## src/rtl/aes_pkg.sv

```systemverilog
// Shared AES types and the byte-order helpers used by the ShiftRows datapath.
// Byte i of a 128-bit state sits at [127-8i -: 8], column-major (i = row + 4*col).
package aes_pkg;

    localparam int STATE_W = 128;
    localparam int BYTE_W  = 8;

    typedef logic [BYTE_W-1:0] aes_byte_t;
    typedef aes_byte_t aes_state_t [16];

    typedef enum logic {
        SR_FWD = 1'b0,
        SR_INV = 1'b1
    } sr_mode_e;

    function automatic aes_state_t state_to_bytes(input logic [STATE_W-1:0] s);
        aes_state_t b;
        for (int i = 0; i < 16; i++) begin
            b[i] = s[STATE_W-1-BYTE_W*i -: BYTE_W];
        end
        return b;
    endfunction

    function automatic logic [STATE_W-1:0] bytes_to_state(input aes_state_t b);
        logic [STATE_W-1:0] s;
        s = '0;
        for (int i = 0; i < 16; i++) begin
            s[STATE_W-1-BYTE_W*i -: BYTE_W] = b[i];
        end
        return s;
    endfunction

endpackage

```

## src/rtl/shift_rows_perm.sv

```systemverilog
// Combinational ShiftRows / InvShiftRows of one 128-bit lane; zero latency, no flow control.
module shift_rows_perm
    import aes_pkg::*;
(
    input  logic [STATE_W-1:0] lane_in,
    input  logic               inverse,
    output logic [STATE_W-1:0] lane_out
);

    sr_mode_e   mode;
    aes_state_t bytes_in;
    aes_state_t bytes_out;

    assign mode = sr_mode_e'(inverse);

    always_comb begin
        bytes_in  = state_to_bytes(lane_in);
        bytes_out = bytes_in;
        // Row r rotates left by r (forward) or right by r (inverse).
        for (int r = 0; r < 4; r++) begin
            for (int c = 0; c < 4; c++) begin
                if (mode == SR_INV) begin
                    bytes_out[r + 4*c] = bytes_in[r + 4*((c - r + 4) % 4)];
                end else begin
                    bytes_out[r + 4*c] = bytes_in[r + 4*((c + r) % 4)];
                end
            end
        end
        lane_out = bytes_to_state(bytes_out);
    end

endmodule

```

## src/rtl/shift_rows_pipe.sv

```systemverilog
// Elastic PIPE_DEPTH-stage AES ShiftRows/InvShiftRows over LANES states; latency PIPE_DEPTH cycles.
// Backpressure: bubbles collapse, in_ready is combinational from out_ready through the stage chain.
module shift_rows_pipe
    import aes_pkg::*;
#(
    parameter int LANES      = 1,
    parameter int PIPE_DEPTH = 2
) (
    input  logic                               clk,
    input  logic                               rst,
    input  logic                               in_valid,
    output logic                               in_ready,
    input  logic                               in_inverse,
    input  logic [LANES*STATE_W-1:0]           in_state,
    output logic                               out_valid,
    input  logic                               out_ready,
    output logic                               out_inverse,
    output logic [LANES*STATE_W-1:0]           out_state,
    output logic [$clog2(PIPE_DEPTH+1)-1:0]    occupancy
);

    localparam int DATA_W = LANES * STATE_W;
    localparam int OCC_W  = $clog2(PIPE_DEPTH + 1);
    localparam int LAST   = PIPE_DEPTH - 1;

    logic [DATA_W-1:0]     perm_state;
    logic [PIPE_DEPTH-1:0] stage_vld;
    logic [PIPE_DEPTH-1:0] stage_load;
    logic [PIPE_DEPTH-1:0] stage_inv;
    logic [DATA_W-1:0]     stage_dat [PIPE_DEPTH];
    logic                  down_rdy;
    logic [OCC_W-1:0]      occ_q;
    logic                  in_xfer;
    logic                  out_xfer;

    for (genvar l = 0; l < LANES; l++) begin : g_lane
        shift_rows_perm u_perm (
            .lane_in  (in_state[STATE_W*l +: STATE_W]),
            .inverse  (in_inverse),
            .lane_out (perm_state[STATE_W*l +: STATE_W])
        );
    end

    // Walk from the output back: a stage can load if it is empty or its successor can load.
    always_comb begin
        stage_load = '0;
        down_rdy   = out_ready;
        for (int k = PIPE_DEPTH - 1; k >= 0; k--) begin
            stage_load[k] = !stage_vld[k] || down_rdy;
            down_rdy      = stage_load[k];
        end
    end

    for (genvar k = 0; k < PIPE_DEPTH; k++) begin : g_stage
        logic              up_vld;
        logic [DATA_W-1:0] up_dat;
        logic              up_inv;
        logic              vld_q;
        logic [DATA_W-1:0] dat_q;
        logic              inv_q;

        if (k == 0) begin : g_head
            assign up_vld = in_valid;
            assign up_dat = perm_state;
            assign up_inv = in_inverse;
        end else begin : g_body
            assign up_vld = stage_vld[k-1];
            assign up_dat = stage_dat[k-1];
            assign up_inv = stage_inv[k-1];
        end

        // Data only moves with a real beat so an emptied stage keeps its last contents.
        always_ff @(posedge clk or posedge rst) begin
            if (rst) begin
                vld_q <= 1'b0;
                dat_q <= '0;
                inv_q <= 1'b0;
            end else if (stage_load[k]) begin
                vld_q <= up_vld;
                if (up_vld) begin
                    dat_q <= up_dat;
                    inv_q <= up_inv;
                end
            end
        end

        assign stage_vld[k] = vld_q;
        assign stage_dat[k] = dat_q;
        assign stage_inv[k] = inv_q;
    end

    assign in_xfer  = in_valid && in_ready;
    assign out_xfer = out_valid && out_ready;

    always_ff @(posedge clk or posedge rst) begin
        if (rst) begin
            occ_q <= '0;
        end else begin
            case ({in_xfer, out_xfer})
                2'b10:   occ_q <= occ_q + OCC_W'(1);
                2'b01:   occ_q <= occ_q - OCC_W'(1);
                default: occ_q <= occ_q;
            endcase
        end
    end

    assign in_ready    = stage_load[0];
    assign out_valid   = stage_vld[LAST];
    assign out_state   = stage_dat[LAST];
    assign out_inverse = stage_inv[LAST];
    assign occupancy   = occ_q;

endmodule
```

## config.mk

```make
export PLATFORM = sky130hd
export DESIGN_NAME = shift_rows_pipe
export DESIGN_NICKNAME = d
export VERILOG_FILES = /design/src/rtl/aes_pkg.sv /design/src/rtl/shift_rows_perm.sv /design/src/rtl/shift_rows_pipe.sv
export SDC_FILE = /design/constraint.sdc
export NUM_CORES = 1
export LEC_CHECK = 0
export BUFFER_PORTS_ARGS = -buffer_cell sky130_fd_sc_hd__buf_4
export CORE_ASPECT_RATIO = 0.6
export CORE_MARGIN = 2
export CORE_UTILIZATION = 40
export CTS_CLUSTER_SIZE = 14
export DETAILED_ROUTE_END_ITERATION = 16
export GPL_TIMING_DRIVEN = 0
export PLACE_DENSITY = 0.7
export SKIP_LAST_GASP = 1
export SLEW_MARGIN = 20
export SYNTH_ARGS = -nofsm -noshare
export SYNTH_HDL_FRONTEND = slang
export SYNTH_SLANG_ARGS = --single-unit
```

## constraint.sdc

```tcl
create_clock -name clk -period 25.9 [get_ports clk]
set_input_delay 6.475 -clock clk [delete_from_list [all_inputs] [get_ports clk]]
set_output_delay 6.475 -clock clk [all_outputs]
set_load 0.05 [all_outputs]
```

# Word level (Yosys, flattened, before mapping)
# Index checks and enable logic that the tools add are counted.
dict set report totals {
  elab_cells 29
  out_inout_bits 133
  inputBits 133
  ff_bits 262
}
dict set report classes {
  eq_ne 2
  n_mux 9
  n_addsub 2
  n_reduce_logical 9
}
# operator count
set op_table {}
lappend op_table {{two-way mux 8 bit} 8}
lappend op_table {{case mux 2 bit (2 select lines)} 1}
lappend op_table {{AND reduction 2 bit} 2}
lappend op_table {{adder 2 x 1 -> 2 bit, second input constant} 1}
lappend op_table {{equality test 2 x 1 -> 1 bit, second input constant} 1}
lappend op_table {{equality test 2 bit, second input constant} 1}
lappend op_table {{logical AND 1 bit} 2}
lappend op_table {{logical NOT 1 bit} 2}
lappend op_table {{logical OR 1 bit} 2}
lappend op_table {{nonzero test 2 bit} 1}
lappend op_table {{subtractor 2 x 1 -> 2 bit, second input constant} 1}

# Logic depth before layout (Yosys ltp)
dict set report logic_depth {
  ltp_word 6
  depth_mapped 8
}

# Cells and area by module
# A second synthesis with hierarchy kept.
dict set report hier_totals {
  hier_cells 696
  area_unflattened_um2 12405.6
}
# mod area_each_um2 instances cells_each
set modules_own_cells {}
lappend modules_own_cells {shift_rows_pipe 10847.9 1 561}
lappend modules_own_cells {shift_rows_perm 1557.7 1 135}

# Worst setup path after synthesis
# No wires, ideal clock.
dict set report synth_path {
  path_type {in2out}
  startpoint {input port out_ready}
  endpoint {output port in_ready}
  path_stages 3
  slack_ps 12312
  arrival_time_ps 7113
  n_path_buf 2
  cell_sequence {nand3b_4 -> buf_2 -> buf_2}
}
dict set report synth_between {
  elab_chain_cells 2
}
# item line
set synth_rtl {}
lappend synth_rtl {{start, declared} shift_rows_pipe.sv:16} ;# input logic out_ready,
lappend synth_rtl {{logical OR 1 bit (2 in a row)} shift_rows_pipe.sv:49} ;# stage_load[k] = !stage_vld[k] || down_rdy;
lappend synth_rtl {{end, declared} shift_rows_pipe.sv:12} ;# output logic in_ready,
# Every way passes these cells.

# Worst setup path after layout
# Same ends and word-level chain as after synthesis.

==> results.py <==
metrics = {
    "yosys": {
        "synthXorXnorAreaFrac_pct": 0.2350,
        "syn_area_um2": 11180,
        "synth_top_family_by_area": "multiplexers",
        "synthCells": 717,
        "synth_compound_area_share_pct": 6.446,
        "synthSimpleGateAreaFrac_pct": 0.5483,
        "yosys_warnings": 0,
        "synth_nets": 851,
        "synthDistinctLibCells": 20,
        "synth_seq_area_share_pct": 58.64,
        "yosys.area_share.adder_pct": 0.1119,
        "ys_ff_latch": 262,
        "muxShareOfSynthArea_pct": 30.27,
        "synth_area_per_cell_um2": 15.59,
    },
    "power_and_ir_drop": {
        "pwr_density_cell_nw_per_um2": 98.11,
        "total_power_mw": 1.427,
        "max-vdd-ir-drop_uv": 62.58,
        "leakage_nw": 6.973,
    },
    "floorplanning": {
        "fp.dieH_um": 133.5,
        "die_w_um": 219.8,
        "rows": 47,
        "ios": 266,
        "coreArea_um2": 27520,
        "initial_utilization_pct": 40.63,
        "dieArea_um2": 29350,
    },
    "route": {
        "vias": 7046,
        "detail-route-antenna-nets": 0,
        "vias_per_cell": 5.044,
        "drtPass1Iterations": 4,
        "drc": 0,
        "wl_per_cell_um": 21.23,
        "drtIter0Drc": 400,
        "wl_um": 29660,
    },
    "cts": {
        "numCtsBuffers": 26,
        "clk-insertion-delay-late_ns": 0.53,
        "post_cts_buffers": 0,
        "cts_root_buffer": "clkbuf_16",
        "path_clk_slew_ns": 0.06,
        "clockBufferDepth": 3,
        "cts_resized": 0,
        "cts_hold_buffers": 0,
        "tritoncts": "yes",
        "h-tree-depth": 1,
        "clock-sinks": 262,
    },
    "flow_run": {
        "cap_violations": 0,
    },
    "timing": {
        "finalCriticalPeriod_ns": 14.00,
        "rsz0062_at_grt": "false",
        "max_slew_margin_pct": 53.05,
        "skew_ns": 0.008763,
        "slew_viol_final": 0,
        "tightest_slew_ns": 0.7043,
        "hold_viol": 0,
        "holdWs_ns": 0.4905,
        "period_share_pct": 54.04,
        "finalSetupTns_ns": 0,
        "setup_viol": 0,
        "fmax_mhz": 71.45,
    },
    "critical_path": {
        "endpoint_kind": "output pin",
        "cp_top_family": "buffers and inverters",
        "slowest_stage": "buf_2",
        "cp_max_fo": 10,
        "cp.buffers_inverters": 4,
        "cp-start-kind": "input port",
        "crit_chain": "buf_4 > nand3b_4 > buf_2 > buf_2 > buf_4",
        "required_ns": 19.42,
        "slowest_delay_ns": 0.31,
        "critPathKind": "in -> out",
        "arrival_ns": 7.52,
    },
    "worst_hold_path": {
        "hold_class": "reg -> reg",
    },
    "global_routing": {
        "grt_pass1_wl_um": 45330,
        "antenna_found_initial": 1,
        "grt_max_degree": 98,
        "grt_pass1_vias": 7546,
        "grt.overflow.total": 0,
        "track_usage_pct": 20.25,
    },
    "run_status": {
        "run_status": "completed",
    },
    "final_layout": {
        "nets": 1145,
        "drive_gt1_share_pct": 52.58,
        "synthToLayoutAreaGrowth_pct": 30.05,
    },
    "placement": {
        "port_buffers": 264,
        "post-dp-hpwl_um": 21080,
        "place.gp.congestion": 0.7767,
    },
}
[cell usage after synthesis]
| master | instances | area [um2] |
|---|---|---|
| nand3b_4 | 1 | 20.02 |
| mux2_2 | 45 | 506.7 |
| buf_4 | 1 | 7.510 |
| buf_2 | 17 | 85.08 |
| nor2_1 | 1 | 3.750 |
| buf_6 | 6 | 67.56 |
| mux2i_1 | 64 | 640.6 |
| ha_1 | 1 | 12.51 |
| a21oi_1 | 64 | 320.3 |
| xor2_1 | 1 | 8.760 |
| a31oi_1 | 64 | 400.4 |
| nand2b_1 | 3 | 18.77 |
| buf_8 | 12 | 180.2 |
| mux2_4 | 149 | 2237 |
| clkbuf_1 | 20 | 75.07 |
| nand2_2 | 2 | 12.51 |
| dfrtp_1 | 262 | 6556 |
| inv_1 | 1 | 3.750 |
| and2_1 | 1 | 6.260 |
| xnor2_1 | 2 | 17.52 |
[cell usage in the layout, fill, tap and decap left out, types with 3 or more instances in the layout]
cell / n
a21oi_1: 64
buf_6: 6
buf_8: 12
clkbuf_8: 4
mux2_2: 45
dfrtp_1: 262
buf_4: 265
clkbuf_16: 27
clkinv_2: 7
nand2b_1: 3
buf_2: 17
a31oi_1: 64
clkbuf_1: 25
mux2i_1: 64
mux2_4: 149
[cells by family (layout without fill, tap and decap cells)]
| logic type | Yosys count | in the layout |
|---|---|---|
| simple gates | 8 | 8 |
| other cells | 0 | 1 |
| xor+xnor | 3 | 3 |
| flops | 262 | 262 |
| mux | 258 | 258 |
| compound gates | 128 | 128 |
| fa+ha+maj | 1 | 1 |
| buf+inv | 57 | 369 |
[worst paths after layout]
kind,from,depth (start not counted),to,slack (ns)
worst max-delay path,out_ready,5,in_ready,11.90
worst min-delay path,occupancy[1],1,occupancy[1],0.49
worst max register to register,out_valid,7,occupancy[1],24.09
worst min register to register,occupancy[1],1,occupancy[1],0.49
max in group asynchronous,rst,3,out_state[71],18.96
min in group asynchronous,rst,2,g_stage[0].dat_q[57],6.06
[per-layer routing]
layer	GRT usage, %	routed length, um	vias to the layer above
li1	-	-	3205
met1	28.70	13910	3580
met2	30.45	12900	208
met3	6.393	2236	53
met4	4.474	612	0
met5	0	0	-
[flip-flops by register name, summed over array words and instances, names as in the netlist]
| signal | count |
|---|---|
| out_state | 128 |
| g_stage.vld_q | 1 |
| g_stage.inv_q | 1 |
| out_valid | 1 |
| occupancy | 2 |
| out_inverse | 1 |
| g_stage.dat_q | 128 |
[through the flow]
step / instance area [um2] / util [%] / std cells / setup slack, ns
final: 14540 / 52.83 / 1397 / 11.90
after global routing: 14540 / 52.83 / 1397 / 11.84
after CTS: 14540 / 52.82 / 1396 / 11.87
after detailed placement: 13680 / 49.72 / 1350 / 11.87
after global placement: 13620 / 49.50 / 1348 / 9.123
after floorplan: 11180 / - / 717 / 12.21
[cell type report]
type | instances | area (um2)
Fill cell | 2363 | 12980
Sequential cell | 262 | 6556
Multi-Input combinational cell | 398 | 4205
Timing Repair Buffer | 266 | 2037
Clock buffer | 36 | 749.5
Tap cell | 367 | 459.2
Buffer | 56 | 415.4
Clock inverter | 10 | 103.9
Inverter | 1 | 11.26
Antenna cell | 1 | 2.502
[worst reg2reg max path, cell delays in order, from the launching register on]
cell	delay, ns
dfrtp_1	0.44
nand3b_4	0.13
nand2_2	0.12
buf_6	0.20
buf_6	0.23
ha_1	0.28
nor2_1	0.16
xor2_1	0.18
[report_power, final]
| group | switching [mW] | leakage, nW | internal, mW |
|---|---|---|---|
| clock network | 0.159 | 0.427 | 0.221 |
| registers | 0.0526 | 2.98 | 0.495 |
| logic | 0.303 | 3.57 | 0.196 |
(Power assumes the default switching activity.)
